==> config.mk <==
export PLATFORM = sky130hd
export DESIGN_NAME = text_line_drawer
export DESIGN_NICKNAME = d
export VERILOG_FILES = /design/src/rtl/text_line_drawer.sv
export SDC_FILE = /design/constraint.sdc
export NUM_CORES = 1
export LEC_CHECK = 0
export ABC_AREA = 1
export CAP_MARGIN = 20
export CORE_UTILIZATION = 35
export CTS_BUF_LIST = sky130_fd_sc_hd__clkbuf_16
export CTS_CLUSTER_DIAMETER = 50
export DETAILED_ROUTE_END_ITERATION = 10
export GPL_ROUTABILITY_DRIVEN = 1
export HOLD_SLACK_MARGIN = 0.15
export PLACE_DENSITY = 0.59
export SLEW_MARGIN = 20
export SYNTH_ARGS = -nofsm -noshare
export SYNTH_HDL_FRONTEND = slang
export SYNTH_SLANG_ARGS = --single-unit
==> constraint.sdc <==
create_clock -name clk -period 2.61 [get_ports clk]
set_clock_uncertainty 0.15 [all_clocks]
set_input_delay 0.3915 -clock clk [delete_from_list [all_inputs] [get_ports clk]]
set_output_delay 0.3915 -clock clk [all_outputs]
set_load 0.03 [all_outputs]
==> src/rtl/text_line_drawer.sv <==
// Walks a character buffer and hands one glyph at a time to symbol_drawer, advancing x per glyph.
// Latency: 5 cycles per glyph plus the symbol_drawer draw time. Backpressure: holds each glyph until sd_ready.
module text_line_drawer #(
    parameter int MAX_LEN        = 32,
    parameter int SYMBOL_ADVANCE = 15,
    parameter int SCREEN_WIDTH   = 640,
    localparam int LW = $clog2(MAX_LEN + 1),
    localparam int AW = $clog2(MAX_LEN)
) (
    input  logic          clk,
    input  logic          rst_n,
    input  logic          start,
    output logic          ready,
    input  logic [9:0]    x,
    input  logic [8:0]    y,
    input  logic [LW-1:0] length,
    input  logic [LW-1:0] cursor_pos,
    output logic [AW-1:0] text_read_addr,
    input  logic [6:0]    text_read_data,
    output logic          sd_start,
    input  logic          sd_ready,
    output logic [9:0]    sd_x,
    output logic [8:0]    sd_y,
    output logic [6:0]    sd_symbol,
    output logic          sd_cursor_left,
    output logic          sd_cursor_right
);

    localparam logic [10:0] ADV   = 11'(SYMBOL_ADVANCE);
    localparam logic [10:0] LIMIT = 11'(SCREEN_WIDTH);

    typedef enum logic [2:0] {
        S_IDLE, S_FETCH, S_LATCH, S_CLIP, S_ISSUE, S_SETTLE, S_WAIT, S_EMPTY
    } state_t;

    state_t        state_q, state_d;
    logic [10:0]   cur_x_q, cur_x_d;
    logic [8:0]    y_q, y_d;
    logic [LW-1:0] len_q, len_d;
    logic [LW-1:0] cur_q, cur_d;
    logic [LW-1:0] idx_q, idx_d;
    logic [6:0]    sym_q, sym_d;
    logic          left_q, left_d;
    logic          right_q, right_d;

    always_ff @(posedge clk or negedge rst_n) begin
        if (!rst_n) begin
            state_q <= S_IDLE;
            cur_x_q <= '0;
            y_q     <= '0;
            len_q   <= '0;
            cur_q   <= '0;
            idx_q   <= '0;
            sym_q   <= '0;
            left_q  <= 1'b0;
            right_q <= 1'b0;
        end else begin
            state_q <= state_d;
            cur_x_q <= cur_x_d;
            y_q     <= y_d;
            len_q   <= len_d;
            cur_q   <= cur_d;
            idx_q   <= idx_d;
            sym_q   <= sym_d;
            left_q  <= left_d;
            right_q <= right_d;
        end
    end

    always_comb begin
        state_d = state_q;
        cur_x_d = cur_x_q;
        y_d     = y_q;
        len_d   = len_q;
        cur_d   = cur_q;
        idx_d   = idx_q;
        sym_d   = sym_q;
        left_d  = left_q;
        right_d = right_q;
        case (state_q)
            S_IDLE: begin
                if (start) begin
                    cur_x_d = {1'b0, x};
                    y_d     = y;
                    len_d   = length;
                    cur_d   = cursor_pos;
                    idx_d   = '0;
                    state_d = (length != '0) ? S_FETCH : S_EMPTY;
                end
            end
            S_FETCH: state_d = S_LATCH;
            S_LATCH: begin
                sym_d   = text_read_data;
                left_d  = (cur_q == idx_q);
                // idx+1==len avoids underflowing len-1
                right_d = (cur_q == len_q) && ((idx_q + LW'(1)) == len_q);
                state_d = S_CLIP;
            end
            S_CLIP: state_d = ((cur_x_q + ADV) > LIMIT) ? S_IDLE : S_ISSUE;
            S_ISSUE: state_d = S_SETTLE;
            S_SETTLE: state_d = S_WAIT;
            S_WAIT: begin
                if (sd_ready) begin
                    idx_d   = idx_q + LW'(1);
                    cur_x_d = cur_x_q + ADV;
                    state_d = ((idx_q + LW'(1)) < len_q) ? S_FETCH : S_IDLE;
                end
            end
            S_EMPTY: begin
                sym_d   = '0;
                left_d  = 1'b1;
                right_d = 1'b0;
                state_d = S_ISSUE;
            end
            default: state_d = S_IDLE;
        endcase
    end

    assign ready           = (state_q == S_IDLE);
    assign sd_start        = (state_q == S_ISSUE);
    assign text_read_addr  = idx_q[AW-1:0];
    assign sd_x            = cur_x_q[9:0];
    assign sd_y            = y_q;
    assign sd_symbol       = sym_q;
    assign sd_cursor_left  = left_q;
    assign sd_cursor_right = right_q;

endmodule

# Word level (Yosys, flattened, before mapping)
# Index checks and enable logic that the tools add are counted.
# word_totals
reg_bits	50
inputBits	42
output_inout_bits	35
word_cells	48
# classes
n_addsub	2
magnitude_cmp	2
eq_ne	12
muxes	15
reduce_logical	8
# op_table
cell	n
3-bit case mux with 8 select lines	1
11-bit 2-to-1 mux	2
11-bit case mux with 2 select lines	1
6-bit equality test	3
7-bit case mux with 2 select lines	1
3-bit equality test, second input constant	4
3-bit 2-to-1 mux	4
6-bit 2-to-1 mux	2
6-bit case mux with 2 select lines	1
11-bit by 4-bit adder with 11-bit output, second input constant	1
11-bit by 10-bit greater-than comparator with 1-bit output, second input constant	1
6-bit by 1-bit adder with 6-bit output, second input constant	1
3-bit by 2-bit equality test with 1-bit output, second input constant	2
6-bit < comparator	1
6-bit nonzero test	1
2-bit != test, second input constant	2
1-bit case mux with 2 select lines	2
2-bit AND reduction	2
2-bit nonzero test	2
3-bit by 1-bit equality test with 1-bit output, second input constant	1
3-bit zero test	1
3-bit AND reduction	1
1-bit logical AND	1
1-bit 2-to-1 mux	1

# Logic depth before layout (Yosys ltp)
# logic_depth
word_depth	5
depth_mapped	16
mapped_depth_nobuf	16

# Worst setup path before layout
# OpenSTA, ideal clock, no wires.
# synth_path
path_type	reg-to-reg
startpoint	register state_q[0]
endpoint	register y_q[3] (netlist: sd_y[3])
setup_ps	125
t_arrival_ps	1738
required_time_ps	2335
setup_slack_ps	597
path_stages_with_launch	6
n_path_buf	2
synth_period_minus_slack_ps	2013
cell_sequence	dfrtp_1 > nor3_2 > nand2_1 > buf_4 > buf_6 > mux2_4
# synth_via
elab_chain_cells	2
# synth_rtl
item	line	source
from (decl)	36	state_t state_q, state_d;
from (signal assigned)	58	state_q <= state_d;
3-bit zero test	n/a	
net ready	13	output logic ready,
2-bit AND reduction (no line)	n/a	
to (signal assigned)	60	y_q <= y_d;
to (decl)	38	logic [8:0] y_q, y_d;
# The timed path passes the listed nets, and every way through them passes these cells.
# A chain may end at the register's enable or synchronous reset.

# Final worst setup path
# layout_path
startpoint	register state_q[0]
endpoint	output ready
# layout_via
elab_chain_cells	1
# layout_rtl
item	line	source
3-bit zero test	119	assign ready = (state_q == S_IDLE);
to (decl)	13	
# No other way between the ends.

==> reports/metrics.yaml <==
status:
  status: "finished, final reports clean"
die:
  die_y_um: 93.1
  start_util_pct: 36.8
  die_w_um: 93.1
  dieArea_mm2: 0.00866
  num_rows: 32
  io_pins: 77
  design.core.area_mm2: 0.00789
logic_synthesis:
  yosys.area_share.adder_pct: 3.88
  synth-xor-area-share_pct: 3.92
  avgSynthCellArea_um2: 8.44
  synth_top_family_by_area: "simple AND/OR/NAND/NOR gates"
  synth_top_area_cell: "dfrtp_1"
  syn-instance-count: 344
  yosysTopAreaCellShare_pct: 43.1
  synth.area.top_cells: "dfrtp_1, nand2_1, inv_1, buf_4, ha_1"
  ys_seq_area_share_pct: 43.1
  synth_warnings: 0
  synthDistinctLibCells: 33
  synthesis.nets: 395
  synth_simple_gate_area_share_pct: 19.4
  synthMuxAreaShare_pct: 6.21
  synth_compound_area_share_pct: 11.2
  netlist_area_mm2: 0.00290
  synth-seq-cells: 50
final_layout:
  area_growth_pct: 31.2
  diodes: 0
  drive_gt1_share_pct: 8.78
  finalNonFillerCells: 512
  fillCellCount: 755
  fin_nets: 461
timing:
  finalWorstSetupSlack_ns: 0.349
  rsz0062_at_grt: "false"
  relSlewSlack_pct: 55.2
  setup_viol: 0
  finalSetupTns_ns: 0
  whs_ns: 0.353
  slew_viol_final: 0
  period_needed_ns: 2.26
  tightest_slew_ns: 0.667
  hold_violations: 0
  period_share_pct: 86.6
  max_freq_ghz: 0.442
cts:
  htree_num_levels: 2
  clk_pin_slew_ns: 0.06
  numClockSinks: 50
  cts_buffers: 5
  clock_latency_ns: 0.28
  clock_path_buffers: 2
  post-cts-setup-buffer-count: 0
  cts_tree: "yes"
  clock-root-buffer: "clkbuf_16"
run:
  cap_violations: 0
worst_setup_path:
  cp-end-kind: "output pin"
  crit_fanout: 6
  worstSetupStartpoint: "state_q[0]$_DFFE_PN0P_"
  r2r_start: "idx_q[0]$_DFFE_PN0P_"
  r2r_cells: 10
  reg2reg_slack_ns: 0.38
  arrival_ns: 1.72
  crit_path_start_kind: "register"
  critPathKind: "register to output pin"
  required_ns: 2.07
  r2r-end: "sd_cursor_right$_DFFE_PN0P_"
min_path:
  hold_path_end: "sd_y[2]$_DFFE_PN0P_"
  worstHoldPathType: "register to register"
  whs_path_depth: 1
  min-delay-start: "sd_y[2]$_DFFE_PN0P_"
global_routing:
  grt_pass1_wl_um: 11600
  overflow: 0
  track_usage_pct: 17.1
  grt_pass1_vias: 2445
  antenna_found_initial: 0
  grt_start_max_net_pins: 29
placement:
  place.gp.congestion: 0.822
  place_inst: 504
  portBuffers: 76
  place_ws_ns: 0.423
  dp_hpwl_um: 5220
routing:
  via_per_inst: 4.88
  final_antenna_net_count: 0
  via_count: 2496
  wl_per_cell_um: 13.4
  drcViolationCount: 0
  totalWireLength_um: 6840
  drtIter0Drc: 134
  dr.pass1.iters: 4
power:
  p_per_area_mw_per_mm2: 1190
  p_leak_nw: 1.80
  ir_drop_uv: 449
  power_mw: 4.52
per-layer routing:
layer | global-route usage (%) | part of all wire, % | vias up
met1 | 24.2 | 49 | 1182
met5 | 0 | 0 | -
met4 | 4.62 | 0.83 | 0
met2 | 26.6 | 45 | 62
li1 | - | - | 1248
met3 | 3.58 | 4.7 | 4
metrics by stage:
step,instance area (um2),utilization [%]
after global routing,3810,48.3
after global placement,3660,46.4
after detailed placement,3660,46.4
after CTS,3810,48.3
final,3810,48.3
after floorplan,2900,-
layout make-up:
class	instances	area, um2	share of cell area (%)
Tap cell	102	128	3.35
Clock buffer	5	125	3.29
Timing Repair Buffer	82	803	21.1
Inverter	51	191	5.03
Sequential cell	50	1250	32.9
Clock inverter	2	15.0	0.394
Multi-Input combinational cell	220	1290	34.0
layout by cell type (no fill, tap or decap), types with 2 or more instances in the layout:
cell	count
xor2_1	9
mux2_4	6
clkbuf_16	5
a211oi_1	2
o21ai_1	2
nor2_1	22
clkinvlp_4	2
o22ai_1	13
o211ai_1	4
ha_1	9
clkdlybuf4s50_1	75
nand4_1	7
inv_1	50
a21oi_1	13
nand2_1	64
buf_4	5
dfrtp_1	50
xnor2_1	4
mux2_2	8
nand2_2	4
o21ai_0	20
nand3_1	19
nor4_1	2
nor3_1	4
where the power goes:
part | total, mW | internal, mW | switching, mW | leakage [nW]
logic | 2.43 | 1.03 | 1.40 | 1.12
clock network | 0.625 | 0.350 | 0.276 | 0.0619
registers | 1.47 | 1.12 | 0.355 | 0.614
Yosys cell counts (all sizes together):
cell type and instances:
mux2 14, nand2 68, nor2 23, or2 2
ha 9, o211ai 4, o22ai 13, dfrtp 50
a211oi 2, o41ai 1, buf 22, nand3 20
nand4 7, a31oi 1, nor4 2, inv 51
clkbuf 1, a21oi 13, o221ai 1, xnor2 4
nor3 5, xor2 9, o21ai 22
critical path, cell delays in order (launching register included):
cell,delay [ns]
dfrtp_1,0.47
nor3_2,0.25
clkdlybuf4s50_1,0.72
cell families after synthesis:
kind of cell,after synthesis
AND/OR/NAND/NOR,127
buffers and inverters,74
AO/OA/AOI/OAI,57
flip-flops,50
multiplexers,14
XOR/XNOR,13
adder cells (fa/ha/maj),9
sequential cells by signal, indices dropped and copies added (netlist names):
signal,cells
len_q,6
state_q,3
idx_q,6
sd_cursor_left,1
sd_y,9
sd_cursor_right,1
sd_symbol,7
cur_x_q,11
cur_q,6
how the worst max path moves through the flow:
stage / slack [ns] / depth (start not counted) / end
2_1_floorplan: 0.60 / 5 / sd_y[3]$_DFFE_PN0P_
3_3_place_gp: 0.50 / 9 / sd_cursor_right$_DFFE_PN0P_
3_5_place_dp: 0.42 / 9 / sd_cursor_right$_DFFE_PN0P_
4_1_cts: 0.35 / 2 / ready
5_1_grt: 0.08 / 10 / sd_cursor_right$_DFFE_PN0P_
6_report: 0.35 / 2 / ready
what timing repair did:
item	4_1_cts	5_1_grt
hold buffers	1	0
hold endpoints to repair	22	0
resized for setup	0	0
No activity file was read; power rests on OpenSTA's default activity.
==> patch: new RTL, same flow settings <==
Reset style: synchronous (`rst_n`), changed in one clocked block.
--- a/src/rtl/text_line_drawer.sv
+++ b/src/rtl/text_line_drawer.sv
@@ -45,3 +45,3 @@
 
-    always_ff @(posedge clk or negedge rst_n) begin
+    always_ff @(posedge clk) begin
         if (!rst_n) begin
Check against the original RTL: differs if rst_n is asserted again (counterexample within 4 cycles, from zero or initial values and one cycle with rst_n low); with rst_n held inactive, the same outputs for 10 cycles.
==> patch against the unedited design <==
  * Die area down 6.3%
  * Sequential cell count unchanged
  * Cell count up 4.1%
  * Critical path depth unchanged
  * Critical endpoint is now sd_start
  * Final area down 5.9%
  * Worst setup slack worse by 0.038 ns
  * First-iteration DRC count down 31%
  * Via count up 3.1%
  * Area after synthesis down 6.4%
  * Routed wire length about the same
  * Synthesized cell count up 9.3%
Power is not compared: it rests on default switching activity, and its combinational part moved more than twofold at a synthesized area within 25%.
==> patch: results (changes against the unedited design) <==
mux contribution to synthesized area = 0% (-6.2 points)
synthesized-area fraction occupied by adder cells = 4.15% (+0.27 points)
first-pass GRT wire length = 11.8 mm (+1.5%)
count of different cell masters after synthesis = 37 (+12%)
first-pass iteration count of the detailed router = 4 (unchanged)
met2 WL = 3.24 mm (+4.6%)
RD Place Congestion = 0.807 (-1.8%)
largest net degree at the start of global routing = 38 (+31%)
DRT iter0 DRCs = 92 (-31%)
drt wl/cell = 12.8 um (-4.0%)
gr usage total = 17.7% (+0.52 points)
NumNets Final = 486 (+5.4%)
status = finished clean
Main synth FF type = dfxtp_1
Worst-Margin Slew = 0.696 ns (+0.0287 ns)
Vias = 2574 (+3.1%)
XOR/XNOR Fraction of Synth Area = 2.90% (-1.0 points)
wl on met1 = 3.25 mm (-3.2%)
post-DP HPWL = 5.17 mm (-0.89%)
Synth top cells by count = nand2_1, a21oi_1, dfxtp_1, inv_1, nand3_1
syn_nets = 427 (+8.1%)
share of cells above drive strength 1 = 5.07% (-3.7 points)
Post-synth ARST share = 0% (-100 points)
post-synthesis compound-gate area fraction = 18.1% (+6.9 points)
ranking of synthesized cells by area = dfxtp_1, nand2_1, a21oi_1
met3 routed WL = 321 um (-0.62%)
number of global-route vias before repair = 2505 (+2.5%)
[patch: path summary, 6_finish.rpt]
check	slack [ns]	depth (start not counted)	start	endpoint
worst max-delay path	0.31	2	state_q[2]	sd_start
worst min-delay path	0.31	2	sd_y[3]	sd_y[3]
worst max register to register	0.37	9	idx_q[2]	state_q[0]
worst min register to register	0.31	2	sd_y[3]	sd_y[3]
[patch: logic make-up after synthesis]
| logic type | Yosys count |
|---|---|
| compound gates | 89 |
| flops | 50 |
| buf+inv | 62 |
| fa+ha+maj | 9 |
| simple gates | 157 |
| xor+xnor | 9 |
[patch: power by group]
group | switching (mW) | internal (mW) | total (mW)
logic | 0.565 | 0.380 | 0.945
clock network | 0.268 | 0.342 | 0.610
registers | 0.110 | 0.870 | 0.980
[patch: final cells by class]
class                      count  area (sq um)
clock buffer                   5           125
clock inverter                 1          3.75
fill                         752          3780
inverter                      34           130
multi-input combinational    264          1410
sequential                    50          1000
tap                           99           124
timing repair buffer          80           791
[patch: worst reg2reg max path, delay by kind of cell, from the launching register on]
kind,cells,cell delay [ns]
AND/OR/NAND/NOR,4,0.49
AO/OA/AOI/OAI,3,0.55
flip-flops,1,0.46
XOR/XNOR,1,0.20
adder cells (fa/ha/maj),1,0.27
[patch: routing by layer]
layer	vias to the layer above	global-route usage, %
met1	1168	23.1
li1	1352	-
met5	-	0
met3	4	4.31
met4	0	4.44
met2	50	29.1
[patch: per-stage QoR]
step                cells  cell area (sq um)  setup WS, ns  total power, mW  utilization, %
detailed placement    527               3460         0.433             1.95            46.9
global placement      527               3460         0.508             1.94            46.9
CTS                   533               3580         0.292             2.56            48.6
finish                533               3580         0.311             2.53            48.6
global route          533               3580         0.182             2.70            48.6
floorplan             376               2720         0.621             1.65               -
